[src/rtl/l2_port_arbiter_pkg.sv]
// Shared L2 arbiter types: lc3b line/word widths, FSM states and grant side.
// Optional round-robin arbitration is selected with L2ARB_RR_EN (see l2_arb_pick).
package l2_port_arbiter_pkg;

  localparam int LC3B_WORD_W  = 16;
  localparam int LC3B_LINE_W  = 128;

  typedef logic [LC3B_WORD_W-1:0] lc3b_word;
  typedef logic [LC3B_LINE_W-1:0] lc3b_cache_size;

  typedef enum logic [1:0] {ARB_IDLE, ARB_SERVE_I, ARB_SERVE_D, ARB_DONE} lc3b_arb_state;
  typedef enum logic {ARB_I, ARB_D} lc3b_arb_side;

endpackage

[src/rtl/l2_arb_pick.sv]
// Winner select between I-side and D-side line requests; purely combinational.
// L2ARB_RR_EN: alternate on contention against last_grant; otherwise D-side has fixed priority.
module l2_arb_pick
  import l2_port_arbiter_pkg::*;
(
  input  logic         i_req_i,
  input  logic         d_req_i,
  input  lc3b_arb_side last_grant_i,
  output logic         grant_vld_o,
  output lc3b_arb_side grant_o
);

  assign grant_vld_o = i_req_i | d_req_i;

`ifdef L2ARB_RR_EN
  always_comb begin
    grant_o = ARB_I;
    if (i_req_i && d_req_i) begin
      grant_o = (last_grant_i == ARB_I) ? ARB_D : ARB_I;
    end else if (d_req_i) begin
      grant_o = ARB_D;
    end
  end
`else
  logic unused_last;
  assign unused_last = last_grant_i;
  assign grant_o     = d_req_i ? ARB_D : ARB_I;
`endif

endmodule

[src/rtl/l2_port_arbiter.sv]
// Shares one L2 line port between I-cache reads and D-cache reads/writebacks, one txn in flight.
// Strobes registered one cycle after grant; responses pass through combinationally. Requesters hold until resp.
module l2_port_arbiter
  import l2_port_arbiter_pkg::*;
#(
  parameter int ADDR_W = LC3B_WORD_W,
  parameter int LINE_W = LC3B_LINE_W
) (
  input  logic              clk,
  input  logic              rst_n,
  input  logic              i_read,
  input  logic [ADDR_W-1:0] i_address,
  output logic [LINE_W-1:0] i_rdata,
  output logic              i_resp,
  input  logic              d_read,
  input  logic              d_write,
  input  logic [ADDR_W-1:0] d_address,
  input  logic [LINE_W-1:0] d_wdata,
  output logic [LINE_W-1:0] d_rdata,
  output logic              d_resp,
  output logic              l2_read,
  output logic              l2_write,
  output logic [ADDR_W-1:0] l2_address,
  output logic [LINE_W-1:0] l2_wdata,
  input  logic [LINE_W-1:0] l2_rdata,
  input  logic              l2_resp
);

  lc3b_arb_state     state_q, state_d;
  lc3b_arb_side      last_q, last_d;
  logic              rd_q, rd_d, wr_q, wr_d;
  logic [ADDR_W-1:0] addr_q, addr_d;
  logic [LINE_W-1:0] wdata_q, wdata_d;

  logic              d_req;
  logic              grant_vld;
  lc3b_arb_side      grant;

  assign d_req = d_read | d_write;

  l2_arb_pick u_pick (
    .i_req_i      (i_read),
    .d_req_i      (d_req),
    .last_grant_i (last_q),
    .grant_vld_o  (grant_vld),
    .grant_o      (grant)
  );

  always_comb begin
    state_d = state_q;
    last_d  = last_q;
    rd_d    = rd_q;
    wr_d    = wr_q;
    addr_d  = addr_q;
    wdata_d = wdata_q;
    case (state_q)
      ARB_IDLE: begin
        if (grant_vld) begin
          if (grant == ARB_D) begin
            // A simultaneous read+write from D is a writeback.
            state_d = ARB_SERVE_D;
            wr_d    = d_write;
            rd_d    = ~d_write;
            addr_d  = d_address;
            wdata_d = d_wdata;
          end else begin
            state_d = ARB_SERVE_I;
            rd_d    = 1'b1;
            wr_d    = 1'b0;
            addr_d  = i_address;
          end
        end
      end
      ARB_SERVE_I: begin
        if (l2_resp) begin
          state_d = ARB_DONE;
          rd_d    = 1'b0;
          wr_d    = 1'b0;
          last_d  = ARB_I;
        end
      end
      ARB_SERVE_D: begin
        if (l2_resp) begin
          state_d = ARB_DONE;
          rd_d    = 1'b0;
          wr_d    = 1'b0;
          last_d  = ARB_D;
        end
      end
      ARB_DONE: state_d = ARB_IDLE;
      default:  state_d = ARB_IDLE;
    endcase
  end

  always_ff @(posedge clk or negedge rst_n) begin
    if (!rst_n) begin
      state_q <= ARB_IDLE;
      last_q  <= ARB_I;
      rd_q    <= 1'b0;
      wr_q    <= 1'b0;
      addr_q  <= '0;
      wdata_q <= '0;
    end else begin
      state_q <= state_d;
      last_q  <= last_d;
      rd_q    <= rd_d;
      wr_q    <= wr_d;
      addr_q  <= addr_d;
      wdata_q <= wdata_d;
    end
  end

  assign l2_read    = rd_q;
  assign l2_write   = wr_q;
  assign l2_address = addr_q;
  assign l2_wdata   = wdata_q;

  // A requester that withdrew before completion does not see the response.
  assign i_resp  = (state_q == ARB_SERVE_I) & l2_resp & i_read;
  assign d_resp  = (state_q == ARB_SERVE_D) & l2_resp & d_req;
  assign i_rdata = l2_rdata;
  assign d_rdata = l2_rdata;

`ifdef L2ARB_CHECK_EN
  always_ff @(posedge clk) begin
    if (rst_n) begin
      assert (!(d_read && d_write)) else $error("d_read and d_write both high");
    end
  end
`endif

endmodule

[config.mk]
export PLATFORM = sky130hd
export DESIGN_NAME = l2_port_arbiter
export DESIGN_NICKNAME = d
export VERILOG_FILES = /design/src/rtl/l2_port_arbiter_pkg.sv /design/src/rtl/l2_arb_pick.sv /design/src/rtl/l2_port_arbiter.sv
export SDC_FILE = /design/constraint.sdc
export NUM_CORES = 1
export LEC_CHECK = 0
export ABC_AREA = 1
export BUFFER_PORTS_ARGS = -buffer_cell sky130_fd_sc_hd__buf_2
export CAP_MARGIN = 5
export CORE_AREA = 4 4 268 270
export DETAILED_ROUTE_END_ITERATION = 10
export DIE_AREA = 0 0 272 274
export GPL_TIMING_DRIVEN = 0
export PLACE_DENSITY = 0.34
export SETUP_SLACK_MARGIN = 0.4
export SLEW_MARGIN = 15
export SYNTH_ARGS = -nofsm -noshare
export SYNTH_HDL_FRONTEND = slang
export SYNTH_HIERARCHICAL = 1
export SYNTH_SLANG_ARGS = --single-unit
[constraint.sdc]
create_clock -name clk -period 1.6 [get_ports clk]
set_input_delay 0.32 -clock clk [delete_from_list [all_inputs] [get_ports clk]]
set_output_delay 0.32 -clock clk [all_outputs]
set_load 0.005 [all_outputs]
* Word-level counts from Yosys, hierarchy flattened
Cells that the tools add are included.
** Cells by class
- Equal/unequal tests :: 5
- Bitwise operators :: 7
- Mux-type cells :: 13
- Reduce and logical (&&, ||, !) cells :: 7
** Operator list (count)
- $mux W16 :: 1
- $mux W1 :: 6
- $mux W2 :: 3
- $pmux W2 S3 :: 1
- $reduce_and A3 Y1 :: 2
- $and A1 B1 Y1 :: 4
- $eq A2 B2 Y1 const B :: 2
- $pmux W1 S2 :: 2
- $reduce_and A2 Y1 :: 2
- $eq A2 B1 Y1 const B :: 1
- $logic_not A2 Y1 :: 1
- $ne A2 B1 Y1 const B :: 1
- $ne A2 B2 Y1 const B :: 1
- $or A1 B1 Y1 :: 2
- $reduce_bool A2 Y1 :: 1
- $reduce_or A2 Y1 :: 1
- $not A1 Y1 :: 1
** Word-level totals
- Register bits :: 148
- Bits of input ports :: 294
- Word-level logic and storage cells :: 37

* Depth between registers and ports, before layout
Gate-level depths: netlist of run 1.
- Depth in word-level cells :: 5
- Gate-level depth with buffers :: 11

* Hierarchy
Netlist of run 1, hierarchy kept.
** By module, submodules not included
- l2_port_arbiter :: sequential area each 3728.6 um^2, times used 1, cells an instance 968, area each 8200.4 um^2
- l2_arb_pick :: sequential area each 0.0 um^2, times used 1, cells an instance 4, area each 18.8 um^2

* Least setup slack after synthesis of run 1
No wires, ideal clock.
- Path kind :: reg-to-reg
- From :: reg state_q[0]
- To :: reg wdata_q[100], in the netlist l2_wdata[100]
- Path buffers :: 2
- Stages on the path, launching flop included :: 10
- Setup time :: 116 ps
- Setup slack :: 202 ps
- Arrival time :: 1282 ps
- Required time :: 1484 ps
- Cell sequence :: dfrtp_1 inv_1 ha_1 nand2_2 inv_2 nand2_2 buf_4 buf_6 nand2_1 nand2_1
** On the way
- Longest elaborated chain between the ends :: 2
** RTL lines
- start, declared :: line l2_port_arbiter.sv:29 : lc3b_arb_state state_q, state_d;
- start signal, assigned :: line l2_port_arbiter.sv:104 : state_q <= state_d;
- $logic_not A2 Y1 :: line l2_port_arbiter.sv:56 : case (state_q)
- $reduce_and A3 Y1 (no line)
- end signal, assigned :: line l2_port_arbiter.sv:109 : wdata_q <= wdata_d;
- end, declared :: line l2_port_arbiter.sv:33 : logic [LINE_W-1:0] wdata_q, wdata_d;
Every way passes these cells.
A chain may end at the register's enable or synchronous reset.

* Worst setup path after layout of run 1
- From :: reg state_q[0]
- To :: out i_resp
** On the way
- Longest elaborated chain between the ends :: 3
** RTL lines
- $eq A2 B1 Y1 :: line l2_port_arbiter.sv:119 : assign i_resp = (state_q == ARB_SERVE_I) & l2_resp & i_read;
- $and A1 B1 Y1 (2 in series) :: line l2_port_arbiter.sv:119
- end, declared :: line l2_port_arbiter.sv:14 : output logic i_resp,
Every way passes these cells.

==> results of run 1 <==
final cells by class:
class	count	area [µm²]	area share
Sequential cell	148	3710	0.233
Timing Repair Buffer	726	4840	0.304
Inverter	28	133	0.00833
Tap cell	940	1180	0.0739
Antenna cell	3	7.51	0.000472
Clock buffer	20	447	0.0281
Buffer	306	2530	0.159
Multi-Input combinational cell	483	3000	0.188
Clock inverter	12	83.8	0.00527
sequential cells by signal (all words and copies together), names as in the netlist:
register	flops
state_q	2
l2_read	1
l2_wdata	128
l2_write	1
l2_address	16
final timing paths:
| path | startpoint | end | slack, ps | depth (start not counted) |
|---|---|---|---|---|
| max | state_q[0] | i_resp | -130 | 5 |
| min | rst_n | l2_wdata[31] | -220 | 1 |
| max reg2reg | state_q[1] | l2_wdata[7] | -120 | 11 |
| min reg2reg | l2_wdata[119] | l2_wdata[119] | 480 | 2 |
| max in group asynchronous | rst_n | l2_wdata[8] | 920 | 2 |
| min in group clk | d_wdata[66] | l2_wdata[66] | 80 | 3 |
cell usage in the layout (no fill, tap or decap), drive strengths merged:
cell      instances
diode             3
o21ai             3
nand2           324
and3              1
a21oi             1
inv              28
clkinvlp          5
clkbuf           25
o211ai           16
ha                4
clkinv            7
nand3           130
dfrtp           148
buf            1027
nor2              4
metrics by stage:
stage / std cells / total power, mW / hold WS [ps] / cell area [µm²]
6_report: 2666 / 26.1 / -220 / 15900
5_1_grt: 2663 / 28.2 / -207 / 15900
4_1_cts: 2590 / 23.4 / -242 / 14400
3_5_place_dp: 2475 / 14.9 / 299 / 12300
3_3_place_gp: 2474 / 14.9 / 450 / 12200
2_1_floorplan: 965 / 10.6 / 24.4 / 8190
power by group:
| group | leakage [nW] | switching (mW) | internal [mW] |
|---|---|---|---|
| Combinational | 6.62 | 6.84 | 8.72 |
| Sequential | 1.83 | 1.12 | 5.57 |
| Clock | 0.248 | 1.83 | 2.01 |
| Total | 8.70 | 9.79 | 16.3 |
metal layers:
metal	vias up	global-route usage	part of all wire
met3	34	0.0370	0.079
met5	-	0	0.00081
met2	365	0.189	0.52
met4	4	0.0344	0.018
li1	4288	-	-
met1	4127	0.122	0.38
what timing repair did:
| item | in CTS | in global routing |
|---|---|---|
| cloned | 23 | 1 |
| hold endpoints to repair | 61 | 61 |
| pin swaps | 17 | 40 |
| setup buffers | 60 | 72 |
| endpoints found under the setup margin | 296 | 296 |
| gates resized for setup | 144 | 281 |
==> run_summary.xml, run 1 <==
<?xml version="1.0" encoding="UTF-8"?>
<metrics>
  <group name="placement">
    <metric name="port_buffers" unit="">569</metric>
    <metric name="routabilityCongestion" unit="">0.788</metric>
    <metric name="hpwl" unit="mm">30.9</metric>
    <metric name="place_ws" unit="ps">-552</metric>
  </group>
  <group name="synthesis">
    <metric name="synth_area" unit="mm²">0.00816</metric>
    <metric name="postSynthNetCount" unit="">1263</metric>
    <metric name="postSynthCellCount" unit="">965</metric>
    <metric name="synthesized_area_per_cell" unit="µm²">8.46</metric>
    <metric name="yosysWarningCount" unit="">6</metric>
  </group>
  <group name="die">
    <metric name="floorplan.die.width" unit="µm">272</metric>
    <metric name="fp.dieArea" unit="mm²">0.0745</metric>
    <metric name="num_io_pins" unit="">698</metric>
    <metric name="floorplan.initialDensity" unit="">0.117</metric>
    <metric name="row_count" unit="">97</metric>
    <metric name="core_area" unit="mm²">0.0695</metric>
    <metric name="dieHeight" unit="µm">274</metric>
  </group>
  <group name="drt">
    <metric name="drt-pass1-iter-count" unit="">4</metric>
    <metric name="num_vias" unit="">8818</metric>
    <metric name="route.detailed.drc" unit="">0</metric>
    <metric name="detailedRoute.firstIterationViolations" unit="">256</metric>
    <metric name="total_wirelength_of_the_detailed_routed_design" unit="mm">42.1</metric>
    <metric name="ant_nets" unit="">0</metric>
    <metric name="wl_per_cell" unit="µm">15.8</metric>
    <metric name="route.detailed.vias_per_inst" unit="">3.31</metric>
  </group>
  <group name="global_routing">
    <metric name="grt_max_degree" unit="">88</metric>
    <metric name="antenna_found_initial" unit="">2</metric>
    <metric name="global_route.overflow_total" unit="">0</metric>
    <metric name="grt_pass1_wl" unit="mm">58.7</metric>
    <metric name="first_global_vias" unit="">9045</metric>
    <metric name="grt_util_all_layers" unit="">0.107</metric>
  </group>
  <group name="critical_path">
    <metric name="critical_path.cell_chain" unit="">buf_4 -&gt; ha_4 -&gt; nand2_2 -&gt; nor2_2 -&gt; buf_2</metric>
    <metric name="startpoint_type" unit="">register</metric>
    <metric name="timing.critical_path.fanout_max" unit="">3</metric>
    <metric name="timing.critical_path.max_delay_family" unit="">flip-flops</metric>
    <metric name="worst-setup-path-type" unit="">register to output pin</metric>
    <metric name="worstPathBufferInverterCount" unit="">2</metric>
    <metric name="worstPathArrival" unit="ps">1410</metric>
    <metric name="critical_path.max_stage_delay" unit="ps">440</metric>
    <metric name="cp_data_required_time" unit="ps">1280</metric>
    <metric name="critical-path-slowest-cell" unit="">dfrtp_2</metric>
    <metric name="cp_capture_type" unit="">output pin</metric>
  </group>
  <group name="timing">
    <metric name="max_freq" unit="MHz">576</metric>
    <metric name="maxSlewHeadroom" unit="">0.595</metric>
    <metric name="slew_violations" unit="">0</metric>
    <metric name="worst_hold_slack" unit="ps">-220</metric>
    <metric name="postLayoutSetupSlackWorst" unit="ps">-135</metric>
    <metric name="finClkSkew" unit="ps">8.43</metric>
    <metric name="fin_crit" unit="ps">1730</metric>
    <metric name="worst-slew-pin-transition" unit="ps">608</metric>
    <metric name="post-route-period-util" unit="">1.08</metric>
    <metric name="totalNegativeSetupSlack" unit="ps">-10660</metric>
    <metric name="final_hold_viol_count" unit="">61</metric>
    <metric name="setup_viol" unit="">130</metric>
    <metric name="rsz0062_at_grt" unit="">true</metric>
  </group>
  <group name="power_and_ir_drop">
    <metric name="cellLeakagePower" unit="nW">8.70</metric>
    <metric name="power-per-cell-area" unit="mW/mm²">1640</metric>
    <metric name="ir_drop" unit="µV">578</metric>
  </group>
  <group name="outcome">
    <metric name="run_status" unit="">finished, violations left</metric>
    <metric name="violations" unit="">hold timing, setup timing</metric>
  </group>
  <group name="worst_hold_path">
    <metric name="holdCritPathClass" unit="">input port to asynchronous set/reset pin</metric>
  </group>
  <group name="clock_network">
    <metric name="clk_transition_reported_paths" unit="ps">70</metric>
    <metric name="cts.path.max_buffers" unit="">2</metric>
    <metric name="cts_num_sinks" unit="">148</metric>
    <metric name="worstSkewPairLatency" unit="ps">470</metric>
    <metric name="tritoncts_clock_tree" unit="">yes</metric>
    <metric name="clk_root_buffer_cell" unit="">clkbuf_16</metric>
    <metric name="clock_tree.htree_level_count" unit="">4</metric>
    <metric name="cts-buffers-inserted" unit="">17</metric>
  </group>
  <group name="cells_and_area">
    <metric name="post_route_cells_drive_above_1_share" unit="">0.749</metric>
    <metric name="syn_to_final_growth" unit="%">95.1</metric>
    <metric name="design.final.nets" unit="">2008</metric>
    <metric name="filler_cells" unit="">7722</metric>
    <metric name="finalCoreUtilization" unit="">0.229</metric>
  </group>
  <group name="flow_run">
    <metric name="drv.max_cap_violation_count" unit="">0</metric>
  </group>
</metrics>
Power figures use the tool's default switching activity.
==> run 2: changes to the inputs <==
- SETUP_SLACK_MARGIN: 0.4 -> unset
==> run 2 against run 1 <==
- the run ends with setup timing left
- final area shrank 18%
- non-clock buffer count is 149 lower
- worst hold slack improved by 300 ps
- first-iteration DRC count down 13%
- maximum frequency is 0.95% higher
- critical path depth decreased by 1
- total power decreased by 26%
- flip-flop and latch count unchanged
- combinational power fell by 46%
==> run_summary.xml, run 2 (synthesis gave the netlist of run 1 again) <==
<?xml version="1.0" encoding="UTF-8"?>
<metrics>
  <group name="clock_network">
    <metric name="cts_num_sinks" unit="">148</metric>
    <metric name="cts-buffers-inserted" unit="">17</metric>
    <metric name="clk_root_buffer_cell" unit="">clkbuf_16</metric>
    <metric name="worstSkewPairLatency" unit="ps">480</metric>
    <metric name="tritoncts_clock_tree" unit="">yes</metric>
    <metric name="clk_transition_reported_paths" unit="ps">70</metric>
    <metric name="cts.path.max_buffers" unit="">2</metric>
    <metric name="clock_tree.htree_level_count" unit="">4</metric>
  </group>
  <group name="critical_path">
    <metric name="cp_data_required_time" unit="ps">1280</metric>
    <metric name="cp_capture_type" unit="">output pin</metric>
    <metric name="timing.critical_path.max_delay_family" unit="">flip-flops</metric>
    <metric name="critical-path-slowest-cell" unit="">dfrtp_1</metric>
    <metric name="worstPathArrival" unit="ps">1400</metric>
    <metric name="startpoint_type" unit="">register</metric>
    <metric name="worstPathBufferInverterCount" unit="">2</metric>
    <metric name="critical_path.cell_chain" unit="">inv_2 -&gt; ha_4 -&gt; and3_4 -&gt; buf_6</metric>
    <metric name="worst-setup-path-type" unit="">register to output pin</metric>
    <metric name="timing.critical_path.fanout_max" unit="">3</metric>
    <metric name="critical_path.max_stage_delay" unit="ps">410</metric>
  </group>
  <group name="timing">
    <metric name="max_freq" unit="MHz">582</metric>
    <metric name="fin_crit" unit="ps">1720</metric>
    <metric name="rsz0062_at_grt" unit="">true</metric>
    <metric name="postLayoutSetupSlackWorst" unit="ps">-118</metric>
    <metric name="worst-slew-pin-transition" unit="ps">611</metric>
    <metric name="maxSlewHeadroom" unit="">0.593</metric>
    <metric name="slew_violations" unit="">0</metric>
    <metric name="setup_viol" unit="">121</metric>
    <metric name="finClkSkew" unit="ps">9.81</metric>
    <metric name="final_hold_viol_count" unit="">0</metric>
    <metric name="post-route-period-util" unit="">1.07</metric>
    <metric name="totalNegativeSetupSlack" unit="ps">-3170</metric>
  </group>
  <group name="global_routing">
    <metric name="grt_pass1_wl" unit="mm">53.1</metric>
    <metric name="antenna_found_initial" unit="">10</metric>
    <metric name="first_global_vias" unit="">8428</metric>
    <metric name="grt_max_degree" unit="">84</metric>
    <metric name="global_route.overflow_total" unit="">0</metric>
    <metric name="grt_util_all_layers" unit="">0.0953</metric>
  </group>
  <group name="die">
    <metric name="row_count" unit="">97</metric>
    <metric name="fp.dieArea" unit="mm²">0.0745</metric>
    <metric name="dieHeight" unit="µm">274</metric>
    <metric name="core_area" unit="mm²">0.0695</metric>
    <metric name="num_io_pins" unit="">698</metric>
    <metric name="floorplan.die.width" unit="µm">272</metric>
    <metric name="floorplan.initialDensity" unit="">0.117</metric>
  </group>
  <group name="cells_and_area">
    <metric name="filler_cells" unit="">7869</metric>
    <metric name="syn_to_final_growth" unit="%">60.7</metric>
    <metric name="final_cell_area" unit="mm²">0.0131</metric>
    <metric name="layout.cells.most_common" unit="">buf_2</metric>
    <metric name="mostFrequentLayoutCells" unit="">buf_2 (583), nand2_1 (320), buf_4 (266)</metric>
    <metric name="design.final.nets" unit="">1859</metric>
    <metric name="post_route_cells_drive_above_1_share" unit="">0.588</metric>
    <metric name="finalCoreUtilization" unit="">0.189</metric>
    <metric name="largest_register_ff_count" unit="">128</metric>
  </group>
  <group name="power_and_ir_drop">
    <metric name="finalPower" unit="mW">19.3</metric>
    <metric name="ir_drop" unit="µV">520</metric>
    <metric name="cellLeakagePower" unit="nW">7.49</metric>
    <metric name="power-per-cell-area" unit="mW/mm²">1480</metric>
  </group>
  <group name="placement">
    <metric name="routabilityCongestion" unit="">0.746</metric>
    <metric name="place_ws" unit="ps">-435</metric>
    <metric name="placed_cell_area" unit="mm²">0.0122</metric>
    <metric name="port_buffers" unit="">569</metric>
    <metric name="hpwl" unit="mm">30.2</metric>
  </group>
  <group name="drt">
    <metric name="drt-pass1-iter-count" unit="">4</metric>
    <metric name="detailedRoute.firstIterationViolations" unit="">223</metric>
    <metric name="ant_nets" unit="">0</metric>
    <metric name="total_wirelength_of_the_detailed_routed_design" unit="mm">37.6</metric>
    <metric name="wl_per_cell" unit="µm">14.9</metric>
    <metric name="num_vias" unit="">8036</metric>
    <metric name="route.detailed.vias_per_inst" unit="">3.19</metric>
    <metric name="route.detailed.drc" unit="">0</metric>
  </group>
  <group name="worst_hold_path">
    <metric name="holdCritPathClass" unit="">input port to register</metric>
  </group>
  <group name="flow_run">
    <metric name="drv.max_cap_violation_count" unit="">0</metric>
  </group>
  <group name="outcome">
    <metric name="run_status" unit="">finished, violations left</metric>
    <metric name="violations" unit="">setup timing</metric>
  </group>
</metrics>
-- run 2: cell types whose count changed in the layout (fill, tap and decap cells not counted), sizes merged --
cell,previous run,this run
clkinv,7,5
buf,1027,876
inv,28,31
clkinvlp,5,2
diode,3,4
bufinv,0,3
dlygate4sd3,0,1
-- run 2: repair_timing --
action / 4_1_cts / 5_1_grt
gates resized for setup: 31 / 16
gates cloned: 0 / 2
hold endpoints to repair: 65 / 0
hold buffers: 1 / 0
buffers inserted: 3 / 1
setup endpoints to repair: 132 / 138
pin swaps: 2 / 3
-- run 2: metrics by stage --
stage | instances | hold slack, ps
6_report | 2518 | 75.8
5_1_grt | 2517 | 39.4
4_1_cts | 2511 | 8.51
3_5_place_dp | 2475 | 299
3_3_place_gp | 2474 | 450
2_1_floorplan | 965 | 24.4
-- run 2: worst paths after layout --
kind / start / slack (ps) / end / cells after the start
min in group asynchronous: rst_n / 360 / l2_wdata[49] / 2
worst min-delay path: d_wdata[87] / 80 / l2_wdata[87] / 3
worst max register to register: state_q[1] / -50 / l2_wdata[20] / 9
max in group asynchronous: rst_n / 350 / l2_address[8] / 3
worst min register to register: l2_wdata[7] / 460 / l2_wdata[7] / 2
worst max-delay path: state_q[0] / -120 / d_resp / 4
-- run 2: power by group --
group	internal, mW	leakage (nW)	switching (mW)
combinational	3.89	5.36	4.54
sequential	5.56	1.83	0.920
clock	2.56	0.301	1.88
total	12.0	7.49	7.34
-- run 2: final cells by class --
| cell class | instances | area [µm²] | share of cell area |
|---|---|---|---|
| Tap cell | 940 | 1180 | 0.0897 |
| Buffer | 306 | 2340 | 0.179 |
| Clock inverter | 13 | 171 | 0.0131 |
| Timing Repair Buffer | 577 | 3000 | 0.229 |
| Sequential cell | 148 | 3700 | 0.282 |
| Clock buffer | 19 | 453 | 0.0345 |
| Antenna cell | 4 | 10.0 | 0.000763 |
| Inverter | 28 | 115 | 0.00878 |
| Multi-Input combinational cell | 483 | 2140 | 0.164 |
-- run 2: worst reg2reg max path, cell delays in order, from the launching register on --
cell       delay, ps
dfrtp_1          430
inv_2            110
ha_2             230
nand2_2          110
inv_8            130
nand2_8           90
clkbuf_16        190
buf_6            150
nand2_1           60
nand2_1           50
-- run 2: layer usage --
layer	global-route usage	routed length, µm	vias up	part of all wire
met2	0.171	19600	360	0.52
met5	0	50	-	0.0013
met1	0.100	13900	3670	0.37
li1	-	-	3967	-
met4	0.0298	495	8	0.013
met3	0.0430	3580	31	0.095
